`src/rtl/chunked_adder.sv`:
```
// Multi-cycle WIDTH-bit adder: adds CHUNK bits per clock, carry rippled through a register.
// Define CHUNKED_ADDER_OVF_EN to add the registered signed-overflow output.
module chunked_adder #(
    parameter int unsigned WIDTH = 16,
    parameter int unsigned CHUNK = 4
) (
    input  logic             clk,
    input  logic             rst_n,
    input  logic             start,
    input  logic [WIDTH-1:0] A,
    input  logic [WIDTH-1:0] B,
    input  logic             cin,
    output logic             busy,
    output logic             done,
    output logic [WIDTH-1:0] S,
    output logic             carry
`ifdef CHUNKED_ADDER_OVF_EN
    ,
    output logic             overflow
`endif
);

    localparam int unsigned NCHUNK = WIDTH / CHUNK;
    localparam int unsigned CNT_W  = (NCHUNK > 1) ? $clog2(NCHUNK) : 1;
    localparam logic [CNT_W-1:0] LAST_CNT = CNT_W'(NCHUNK - 1);

    typedef enum logic [1:0] {
        StIdle,
        StRun,
        StDone
    } state_e;

    state_e           state_q, state_d;
    logic [WIDTH-1:0] a_q, a_d;
    logic [WIDTH-1:0] b_q, b_d;
    logic [WIDTH-1:0] s_q, s_d;
    logic [CNT_W-1:0] cnt_q, cnt_d;
    logic             cry_q, cry_d;
    logic             carry_q, carry_d;
    logic             done_q, done_d;
    logic             busy_q, busy_d;
`ifdef CHUNKED_ADDER_OVF_EN
    logic             ovf_q, ovf_d;
`endif

    logic [CHUNK-1:0] a_chunk;
    logic [CHUNK-1:0] b_chunk;
    logic [CHUNK:0]   chunk_sum;

    // Select the operand chunk addressed by the counter
    always_comb begin
        a_chunk = '0;
        b_chunk = '0;
        for (int unsigned k = 0; k < NCHUNK; k++) begin
            if (cnt_q == CNT_W'(k)) begin
                a_chunk = a_q[k*CHUNK +: CHUNK];
                b_chunk = b_q[k*CHUNK +: CHUNK];
            end
        end
        chunk_sum = {1'b0, a_chunk} + {1'b0, b_chunk} + {{CHUNK{1'b0}}, cry_q};
    end

    always_comb begin
        state_d = state_q;
        a_d     = a_q;
        b_d     = b_q;
        s_d     = s_q;
        cnt_d   = cnt_q;
        cry_d   = cry_q;
        carry_d = carry_q;
        done_d  = 1'b0;
        busy_d  = 1'b0;
`ifdef CHUNKED_ADDER_OVF_EN
        ovf_d   = ovf_q;
`endif

        case (state_q)
            StIdle, StDone: begin
                if (start) begin
                    state_d = StRun;
                    a_d     = A;
                    b_d     = B;
                    cry_d   = cin;
                    cnt_d   = '0;
                    s_d     = '0;
                    carry_d = 1'b0;
                    busy_d  = 1'b1;
`ifdef CHUNKED_ADDER_OVF_EN
                    ovf_d   = 1'b0;
`endif
                end else begin
                    state_d = StIdle;
                end
            end
            StRun: begin
                for (int unsigned k = 0; k < NCHUNK; k++) begin
                    if (cnt_q == CNT_W'(k)) begin
                        s_d[k*CHUNK +: CHUNK] = chunk_sum[CHUNK-1:0];
                    end
                end
                cry_d = chunk_sum[CHUNK];
                cnt_d = cnt_q + CNT_W'(1);
                if (cnt_q == LAST_CNT) begin
                    carry_d = chunk_sum[CHUNK];
                    done_d  = 1'b1;
                    state_d = StDone;
`ifdef CHUNKED_ADDER_OVF_EN
                    // Carry into the MSB is recovered as a ^ b ^ sum at that bit
                    ovf_d = a_chunk[CHUNK-1] ^ b_chunk[CHUNK-1] ^ chunk_sum[CHUNK-1]
                          ^ chunk_sum[CHUNK];
`endif
                end else begin
                    busy_d = 1'b1;
                end
            end
            default: begin
                state_d = StIdle;
            end
        endcase
    end

    always_ff @(posedge clk or negedge rst_n) begin
        if (!rst_n) begin
            state_q <= StIdle;
            a_q     <= '0;
            b_q     <= '0;
            s_q     <= '0;
            cnt_q   <= '0;
            cry_q   <= 1'b0;
            carry_q <= 1'b0;
            done_q  <= 1'b0;
            busy_q  <= 1'b0;
`ifdef CHUNKED_ADDER_OVF_EN
            ovf_q   <= 1'b0;
`endif
        end else begin
            state_q <= state_d;
            a_q     <= a_d;
            b_q     <= b_d;
            s_q     <= s_d;
            cnt_q   <= cnt_d;
            cry_q   <= cry_d;
            carry_q <= carry_d;
            done_q  <= done_d;
            busy_q  <= busy_d;
`ifdef CHUNKED_ADDER_OVF_EN
            ovf_q   <= ovf_d;
`endif
        end
    end

    assign busy  = busy_q;
    assign done  = done_q;
    assign S     = s_q;
    assign carry = carry_q;
`ifdef CHUNKED_ADDER_OVF_EN
    assign overflow = ovf_q;
`endif

endmodule

```
`config.mk`:
```
export PLATFORM = sky130hd
export DESIGN_NAME = chunked_adder
export DESIGN_NICKNAME = d
export VERILOG_FILES = /design/src/rtl/chunked_adder.sv
export SDC_FILE = /design/constraint.sdc
export NUM_CORES = 1
export LEC_CHECK = 0
export CAP_MARGIN = 20
export CELL_PAD_IN_SITES_DETAIL_PLACEMENT = 1
export CELL_PAD_IN_SITES_GLOBAL_PLACEMENT = 1
export CORE_MARGIN = 3
export CORE_UTILIZATION = 39
export CTS_BUF_LIST = sky130_fd_sc_hd__clkbuf_16
export DETAILED_ROUTE_END_ITERATION = 7
export PLACE_DENSITY_LB_ADDON = 0.1
export SLEW_MARGIN = 25
export SYNTH_ARGS = -nofsm -noshare
export SYNTH_HDL_FRONTEND = slang
export SYNTH_SLANG_ARGS = --single-unit
```
`constraint.sdc`:
```
create_clock -name clk -period 5.98 [get_ports clk]
set_input_delay 1.794 -clock clk [delete_from_list [all_inputs] [get_ports clk]]
set_output_delay 1.794 -clock clk [all_outputs]
set_load 0.005 [all_outputs]
```
==> flow_summary.json, run 1 <==
{
  "grt_antenna_before_repair": 0,
  "cts_hold_buffers": 0,
  "nNetsFinal": 382,
  "dieArea_um2": 8010,
  "required_ps": 6130,
  "cts_resized": 0,
  "detail_route.first_pass.iterations": 4,
  "mostFrequentLayoutCells": "91 x nand2_1, 56 x dfrtp_1, 53 x clkdlybuf4s50_1",
  "rows": 29,
  "cts.htree.levels": 2,
  "numCtsBuffers": 5,
  "grt_overflow": 0,
  "cts_tree": "done",
  "start_util_pct": 41.4,
  "synthCells": 294,
  "post_cts_buffers": 0,
  "track_usage_pct": 17.6,
  "fin_crit_ps": 3070,
  "path_class": "reg2reg",
  "core_um2": 6570,
  "ir_drop_mv": 0.213,
  "holdCritPathClass": "reg2reg",
  "maxSlewViolCount": 0,
  "avgSynthCellArea_um2": 9.25,
  "critPathArrivalTime_ps": 3220,
  "power_density_nw_per_um2": 550,
  "die_y_um": 89.5,
  "p_leak_nw": 1.55,
  "ys_warn_count": 0,
  "synth_cell_types": 34,
  "place_hpwl_um": 4530,
  "route.detailed.drc": 0,
  "areaGrowthSynthToFinish_pct": 23.8,
  "grt_first_pass_wirelength_um": 10800,
  "synth-seq-cells": 56,
  "first_iter_violations": 104,
  "fmax_mhz": 326,
  "setup_tns_ps": 0,
  "async_flop_share_pct": 100,
  "insertion_delay_ps": 290,
  "synth_area_leader_cell": "dfrtp_1",
  "postLayoutCellArea_um2": 3370,
  "drive_gt1_share_pct": 5.33,
  "synth_top_area_share_pct": 51.5,
  "layout_commonest_cell": "nand2_1",
  "wl_um": 6500,
  "yosysSeqAreaShare_pct": 51.5,
  "power_w": 0.00185,
  "synth_edf_count": 0,
  "cp-end-kind": "flip-flop",
  "port_buffers": 54,
  "root_buffer": "clkbuf_16",
  "status": "finished clean",
  "synth_area_um2": 2720,
  "placed_cell_area_um2": 3230,
  "rsz0062_at_grt": "false",
  "tightest_slew_ps": 773,
  "setup_violations": 0,
  "ys_top_cells_by_area": "dfrtp_1 52%, nand2_1 13%, o21ai_0 5.2%",
  "die_w_um": 89.5,
  "diodes": 0,
  "vias": 2146,
  "nFillCells": 783,
  "fin_skew_ps": 3.87,
  "syn_nets": 339,
  "grt_start_max_net_pins": 57,
  "path_clk_slew_ps": 70,
  "drv_cap": 0,
  "crit_path_max_fanout": 18,
  "cts_max_path_buffers": 2,
  "gp_congestion": 0.804,
  "io_pins": 55,
  "period_share_pct": 51.3,
  "antenna_left": 0,
  "synthFlopType": "dfrtp_1",
  "cts.sinks": 56,
  "slew_headroom_pct": 48.5,
  "grt_pass1_vias": 2122,
  "wire_per_inst_um": 15.1,
  "start_kind": "flip-flop",
  "vias_per_cell": 4.98,
  "hold_viol": 0
}
cells in the mapped netlist, drive strengths merged, types with 3 or more instances:
master	number
dfrtp	56
buf	18
nand3b	5
a22o	6
nand2	91
a211o	4
a22oi	4
ha	7
o211ai	3
a21oi	17
o21ai	32
nand3	22
inv	13
cell families after synthesis:
kind of cell,Yosys count,synth area share [%]
adder cells (fa/ha/maj),9,4.69
XOR/XNOR,1,0.322
AO/OA/AOI/OAI,69,15.2
AND/OR/NAND/NOR,126,20.6
buffers and inverters,33,7.64
flip-flops,56,51.5
state kept, by name (all words and copies together) (netlist names):
register / flops
busy: 1
state_q: 2
done: 1
cnt_q: 2
S: 16
carry: 1
b_q: 16
a_q: 16
cry_q: 1
layout make-up:
type	instances	area, µm²	area share [%]
clock inverter	3	13.8	0.409
sequential	56	1400	41.6
timing repair buffer	56	551	16.4
clock buffer	5	125	3.72
multi-input combinational	205	1110	33.0
tap	93	116	3.46
inverter	13	48.8	1.45
report_power, final:
part	total, W	switching, W	internal [W]
Sequential	0.000632	0.0000889	0.000543
Combinational	0.000938	0.000559	0.000379
Clock	0.000283	0.000130	0.000153
Total	0.00185	0.000778	0.00107
routing by layer:
layer	part of all wire [%]	vias up	wire, µm	track usage [%]
li1	-	1064	-	-
met1	50	1038	3260	25.8
met2	45	40	2950	27.1
met3	3.6	4	236	3.41
met4	0.71	0	46	4.06
met5	0	-	0	0
worst paths after layout:
| check | cells past startpoint | to | from | slack [ps] |
|---|---|---|---|---|
| worst min register to register | 2 | b_q[4] | b_q[4] | 480 |
| worst max-delay path | 9 | S[2] | cnt_q[0] | 2910 |
| worst max register to register | 9 | S[2] | cnt_q[0] | 2910 |
| worst min-delay path | 2 | b_q[4] | b_q[4] | 480 |
| max in group asynchronous | 2 | state_q[1] | rst_n | 3870 |
| min in group asynchronous | 2 | S[9] | rst_n | 1640 |
worst max-delay path, cell delays in order (launching register included):
cell and delay, ps:
dfrtp_1 420, inv_1 110, ha_1 620, a21oi_1 70, o21ai_0 170, a22oi_1 140, fa_1 460, fa_1 430
xor2_1 330, o21ai_0 170
stage by stage:
stage | hold WS (ps) | setup slack, ps | util (%) | instances
finish | 478 | 2910 | 51.3 | 431
global route | 506 | 2660 | 51.3 | 431
floorplan | 444 | 3540 | - | 294
global placement | 458 | 2830 | 49.2 | 423
CTS | 480 | 2900 | 51.3 | 431
detailed placement | 463 | 2730 | 49.2 | 423
No activity file was read; power rests on OpenSTA's default activity.
==> run 2, diff against run 1 <==
==> constraint.sdc (replaced) <==
create_clock -name clk -period 2.9 [get_ports clk]
set_input_delay 0.87 -clock clk [delete_from_list [all_inputs] [get_ports clk]]
set_output_delay 0.87 -clock clk [all_outputs]
set_load 0.005 [all_outputs]
==> run 2 against run 1 <==
Compared with the run above:
- critical path depth increased by 1
- non-clock buffer count increased by 4
- via count increased by 3.2%
- global-route usage increased by 1.4 points
- register-to-register slack got worse by 2700 ps
- flip-flop and latch count unchanged
- worst setup slack got worse by 2700 ps
- total power increased by 120%
- design area increased by 2.5%
- critical endpoint is now carry
- largest cell class unchanged
==> flow_summary.json, run 2 (synthesis results as in run 1) <==
{
  "io_pins": 55,
  "layout_commonest_cell": "nand2_1",
  "critPathArrivalTime_ps": 2890,
  "root_buffer": "clkbuf_16",
  "fin_crit_ps": 2670,
  "path_clk_slew_ps": 70,
  "drive_gt1_share_pct": 6.73,
  "p_comb_share_pct": 49.8,
  "grt_antenna_before_repair": 0,
  "wl_um": 6850,
  "nFillCells": 778,
  "mostFrequentLayoutCells": "91 x nand2_1, 56 x dfrtp_1, 53 x clkdlybuf4s50_1",
  "status": "finished clean",
  "rows": 29,
  "grt_start_max_net_pins": 45,
  "grt_first_pass_wirelength_um": 11600,
  "core_um2": 6570,
  "die_y_um": 89.5,
  "maxSlewViolCount": 0,
  "layout_setup_ws_ps": 227,
  "detail_route.first_pass.iterations": 4,
  "holdWs_ps": 478,
  "fin_skew_ps": 6.08,
  "setup_violations": 0,
  "rsz0062_at_grt": "false",
  "drv_cap": 0,
  "track_usage_pct": 19.0,
  "dieArea_um2": 8010,
  "place_hpwl_um": 4970,
  "vias": 2214,
  "dp_cells": 427,
  "layout.cells.non_filler": 435,
  "utilization_pct": 52.5,
  "setup_tns_ps": 0,
  "slew_headroom_pct": 56.2,
  "seqPwrFrac_pct": 33.1,
  "route.detailed.drc": 0,
  "cts.sinks": 56,
  "grt_overflow": 0,
  "die_w_um": 89.5,
  "cp-end-kind": "flip-flop",
  "insertion_delay_ps": 290,
  "port_buffers": 54,
  "cts_hold_buffers": 0,
  "power_density_nw_per_um2": 1160,
  "post_cts_buffers": 0,
  "top_layer_used": "met4",
  "diodes": 0,
  "netSwitchingPower_w": 0.00166,
  "required_ps": 3110,
  "wl_met3_um": 330,
  "wl_met2_um": 3230,
  "ir_drop_mv": 0.493,
  "crit_path_max_incr_delay_ps": 470,
  "hold_viol": 0,
  "wire_per_inst_um": 15.8,
  "tightest_slew_ps": 657,
  "cts_max_path_buffers": 2,
  "path_class": "reg2reg",
  "cts_tree": "done",
  "crit_path_max_fanout": 9,
  "critPathMostFrequentCell": "fa_1",
  "dp_slack_ps": 283,
  "gp_congestion": 0.846,
  "p_int_w": 0.00235,
  "cp_slowest_cell": "fa_1",
  "cts.htree.levels": 2,
  "grt_pass1_vias": 2322,
  "areaGrowthSynthToFinish_pct": 26.9,
  "p_leak_nw": 1.59,
  "period_share_pct": 92.2,
  "swShare_pct": 41.3,
  "antenna_left": 0,
  "p_clk_share_pct": 17.1,
  "start_kind": "flip-flop",
  "cts_resized": 0,
  "met1_length_um": 3180,
  "nNetsFinal": 386,
  "first_iter_violations": 106,
  "fmax_mhz": 374,
  "numCtsBuffers": 5,
  "start_util_pct": 41.4,
  "path_cells": "inv_1, ha_1, a21oi_1, o21ai_0, a22oi_1, fa_1, fa_1, nor2b_1, o221ai_1, o21ai_1",
  "vias_per_cell": 5.09,
  "holdCritPathClass": "reg2reg"
}
[run 2: changes by cell type in the layout (fill, tap and decap cells not counted), sizes merged]
cell / delta
buf: +4
bufinv: +1
clkinv: -2
clkinvlp: +1
[run 2: metal layers]
layer	up-vias	GRT usage (%)
li1	1074	-
met1	1066	25.0
met2	64	31.9
met3	10	3.50
met4	0	5.55
met5	-	0
[run 2: worst max-delay path, delay by kind of cell, from the launching register on]
| family | cells | cell delay [ps] |
|---|---|---|
| AOI/OAI and AO/OA | 5 | 700 |
| buffers and inverters | 1 | 100 |
| and+or+nand+nor | 1 | 140 |
| adders and majority gates | 3 | 1220 |
| DFF | 1 | 420 |
[run 2: through the flow]
stage | power [W] | cell area [µm²]
after floorplan | 0.00267 | 2720
after global placement | 0.00325 | 3280
after detailed placement | 0.00334 | 3280
after CTS | 0.00406 | 3450
after global routing | 0.00439 | 3450
final | 0.00401 | 3450
[run 2: final cells by class]
class | count | area, µm² | share of cell area, %
inverter | 13 | 48.8 | 1.41
clock buffer | 5 | 125 | 3.63
sequential | 56 | 1400 | 40.6
tap | 93 | 116 | 3.37
timing repair buffer | 60 | 606 | 17.5
multi-input combinational | 205 | 1110 | 32.2
clock inverter | 3 | 42.5 | 1.23
[run 2: final timing paths]
path	startpoint	to	slack (ps)	depth (start not counted)
max	cnt_q[0]	carry	230	10
min	a_q[2]	a_q[2]	480	2
max reg2reg	cnt_q[0]	carry	230	10
min reg2reg	a_q[2]	a_q[2]	480	2
max in group asynchronous	rst_n	b_q[2]	1720	2
min in group asynchronous	rst_n	S[9]	600	1
[run 2: power by group through the flow]
stage	sequential, W	clock (W)	combinational [W]
final	0.00133	0.000684	0.00200
after global routing	0.00137	0.000726	0.00229
after CTS	0.00133	0.000697	0.00203
after detailed placement	0.00134	0	0.00200
after global placement	0.00133	0	0.00192
after floorplan	0.00127	0	0.00140
==> run 3, diff against run 2 <==
--- a/config.mk
+++ b/config.mk
@@ -8,6 +8,7 @@
 export CAP_MARGIN = 20
 export CELL_PAD_IN_SITES_DETAIL_PLACEMENT = 1
 export CELL_PAD_IN_SITES_GLOBAL_PLACEMENT = 1
+export CORE_ASPECT_RATIO = 0.9
 export CORE_MARGIN = 3
 export CORE_UTILIZATION = 39
 export CTS_BUF_LIST = sky130_fd_sc_hd__clkbuf_16
==> run 3 against run 2 <==
Compared with the run above:
- sequential share of layout area is 0.31 points higher
- global-route usage is 0.64 points lower
- first-iteration DRC count is 32% lower
- hold slack hardly changed
==> flow_summary.json, run 3 (synthesis results as in run 1) <==
{
  "slew_headroom_pct": 53.6,
  "dieArea_um2": 8010,
  "insertion_delay_ps": 290,
  "mostFrequentLayoutCells": "91 x nand2_1, 56 x dfrtp_1, 53 x clkdlybuf4s50_1",
  "fin_skew_ps": 5.09,
  "gp_congestion": 0.794,
  "postLayoutCellArea_um2": 3420,
  "power_density_nw_per_um2": 1150,
  "root_buffer": "clkbuf_16",
  "use_met2_pct": 28.0,
  "antenna_left": 0,
  "setup_violations": 0,
  "cts.htree.levels": 2,
  "grt_antenna_before_repair": 0,
  "tightest_slew_ps": 697,
  "post_cts_buffers": 0,
  "port_buffers": 54,
  "rows": 28,
  "netSwitchingPower_w": 0.00160,
  "maxSlewViolCount": 0,
  "wl_um": 6760,
  "use_met1_pct": 26.8,
  "vias_per_cell": 5.11,
  "fin_crit_ps": 2570,
  "cts_resized": 0,
  "grt_start_max_net_pins": 45,
  "track_usage_pct": 18.3,
  "wire_per_inst_um": 15.7,
  "swShare_pct": 40.7,
  "rsz0062_at_grt": "false",
  "holdCritPathClass": "reg2reg",
  "required_ps": 3050,
  "cts_max_path_buffers": 2,
  "grt-busiest-layer": "met2",
  "io_pins": 55,
  "power_w": 0.00394,
  "start_kind": "flip-flop",
  "die_w_um": 94.0,
  "p_comb_share_pct": 49.5,
  "drive_gt1_share_pct": 6.47,
  "first_iter_violations": 72,
  "placed_cell_area_um2": 3270,
  "die_y_um": 85.2,
  "period_share_pct": 88.5,
  "start_util_pct": 40.9,
  "grt_overflow": 0,
  "nFillCells": 781,
  "path_class": "reg2reg",
  "holdWs_ps": 478,
  "numCtsBuffers": 5,
  "p_leak_nw": 1.58,
  "critPathArrivalTime_ps": 2720,
  "p_clk_share_pct": 16.7,
  "nNetsFinal": 386,
  "p_int_w": 0.00233,
  "core_um2": 6660,
  "ir_drop_mv": 0.419,
  "route.detailed.drc": 0,
  "use_met3_pct": 3.37,
  "hold_viol": 0,
  "detail_route.first_pass.iterations": 4,
  "drv_cap": 0,
  "diodes": 0,
  "cp-end-kind": "flip-flop",
  "setup_tns_ps": 0,
  "utilization_pct": 51.4,
  "fmax_mhz": 390,
  "crit_path_max_fanout": 12,
  "cts_tree": "done",
  "place_hpwl_um": 5010,
  "grt_first_pass_wirelength_um": 11500,
  "seqPwrFrac_pct": 33.9,
  "areaGrowthSynthToFinish_pct": 25.9,
  "cts.sinks": 56,
  "cts_hold_buffers": 0,
  "layout_commonest_cell": "nand2_1",
  "status": "finished clean",
  "grt_pass1_vias": 2235,
  "path_clk_slew_ps": 70,
  "vias": 2199
}
## run 3: cell count changes in the layout (fill, tap and decap cells not counted), sizes merged
cell and delta:
clkinvlp -1, clkinv -1
## run 3: power by group through the flow
stage / logic [W] / registers [W] / clock network, W
CTS: 0.00198 / 0.00134 / 0.000671
finish: 0.00195 / 0.00133 / 0.000656
global placement: 0.00191 / 0.00134 / 0
global route: 0.00222 / 0.00137 / 0.000704
floorplan: 0.00140 / 0.00127 / 0
detailed placement: 0.00197 / 0.00135 / 0
## run 3: cell type report
cell class / count / area (µm²) / share of cell area, %
clock buffers: 5 / 125 / 3.65
clock inverters: 1 / 30.0 / 0.877
inverters: 13 / 48.8 / 1.42
multi-input cells: 205 / 1110 / 32.5
flip-flops and latches: 56 / 1400 / 40.9
well taps: 90 / 113 / 3.29
repair buffers: 60 / 593 / 17.3
## run 3: path summary, 6_finish.rpt
path | start | to | slack (ps) | depth (start not counted)
worst max-delay path | cnt_q[0] | S[14] | 330 | 7
worst min-delay path | b_q[2] | b_q[2] | 480 | 2
worst max register to register | cnt_q[0] | S[14] | 330 | 7
worst min register to register | b_q[2] | b_q[2] | 480 | 2
max in group asynchronous | rst_n | a_q[14] | 1690 | 2
min in group asynchronous | rst_n | S[13] | 620 | 1
## run 3: worst max-delay path, cell delays in order (launching register included)
cell and delay [ps]:
dfrtp_1 430, ha_1 380, a21oi_1 210, a22oi_1 110, fa_1 460, fa_1 420
xor2_1 300, o21ai_0 120
## run 3: layer usage
layer	share of wire, %	wire length, µm	vias to the layer above
met5	0	0	-
met4	0.96	65	0
li1	-	-	1073
met1	49	3300	1077
met2	47	3150	43
met3	3.5	239	6
## run 3: metrics by stage
stage / setup WS (ps) / std cells
6_report: 333 / 430
4_1_cts: 254 / 430
3_3_place_gp: 391 / 424
5_1_grt: 113 / 430
3_5_place_dp: 274 / 424
2_1_floorplan: 464 / 294
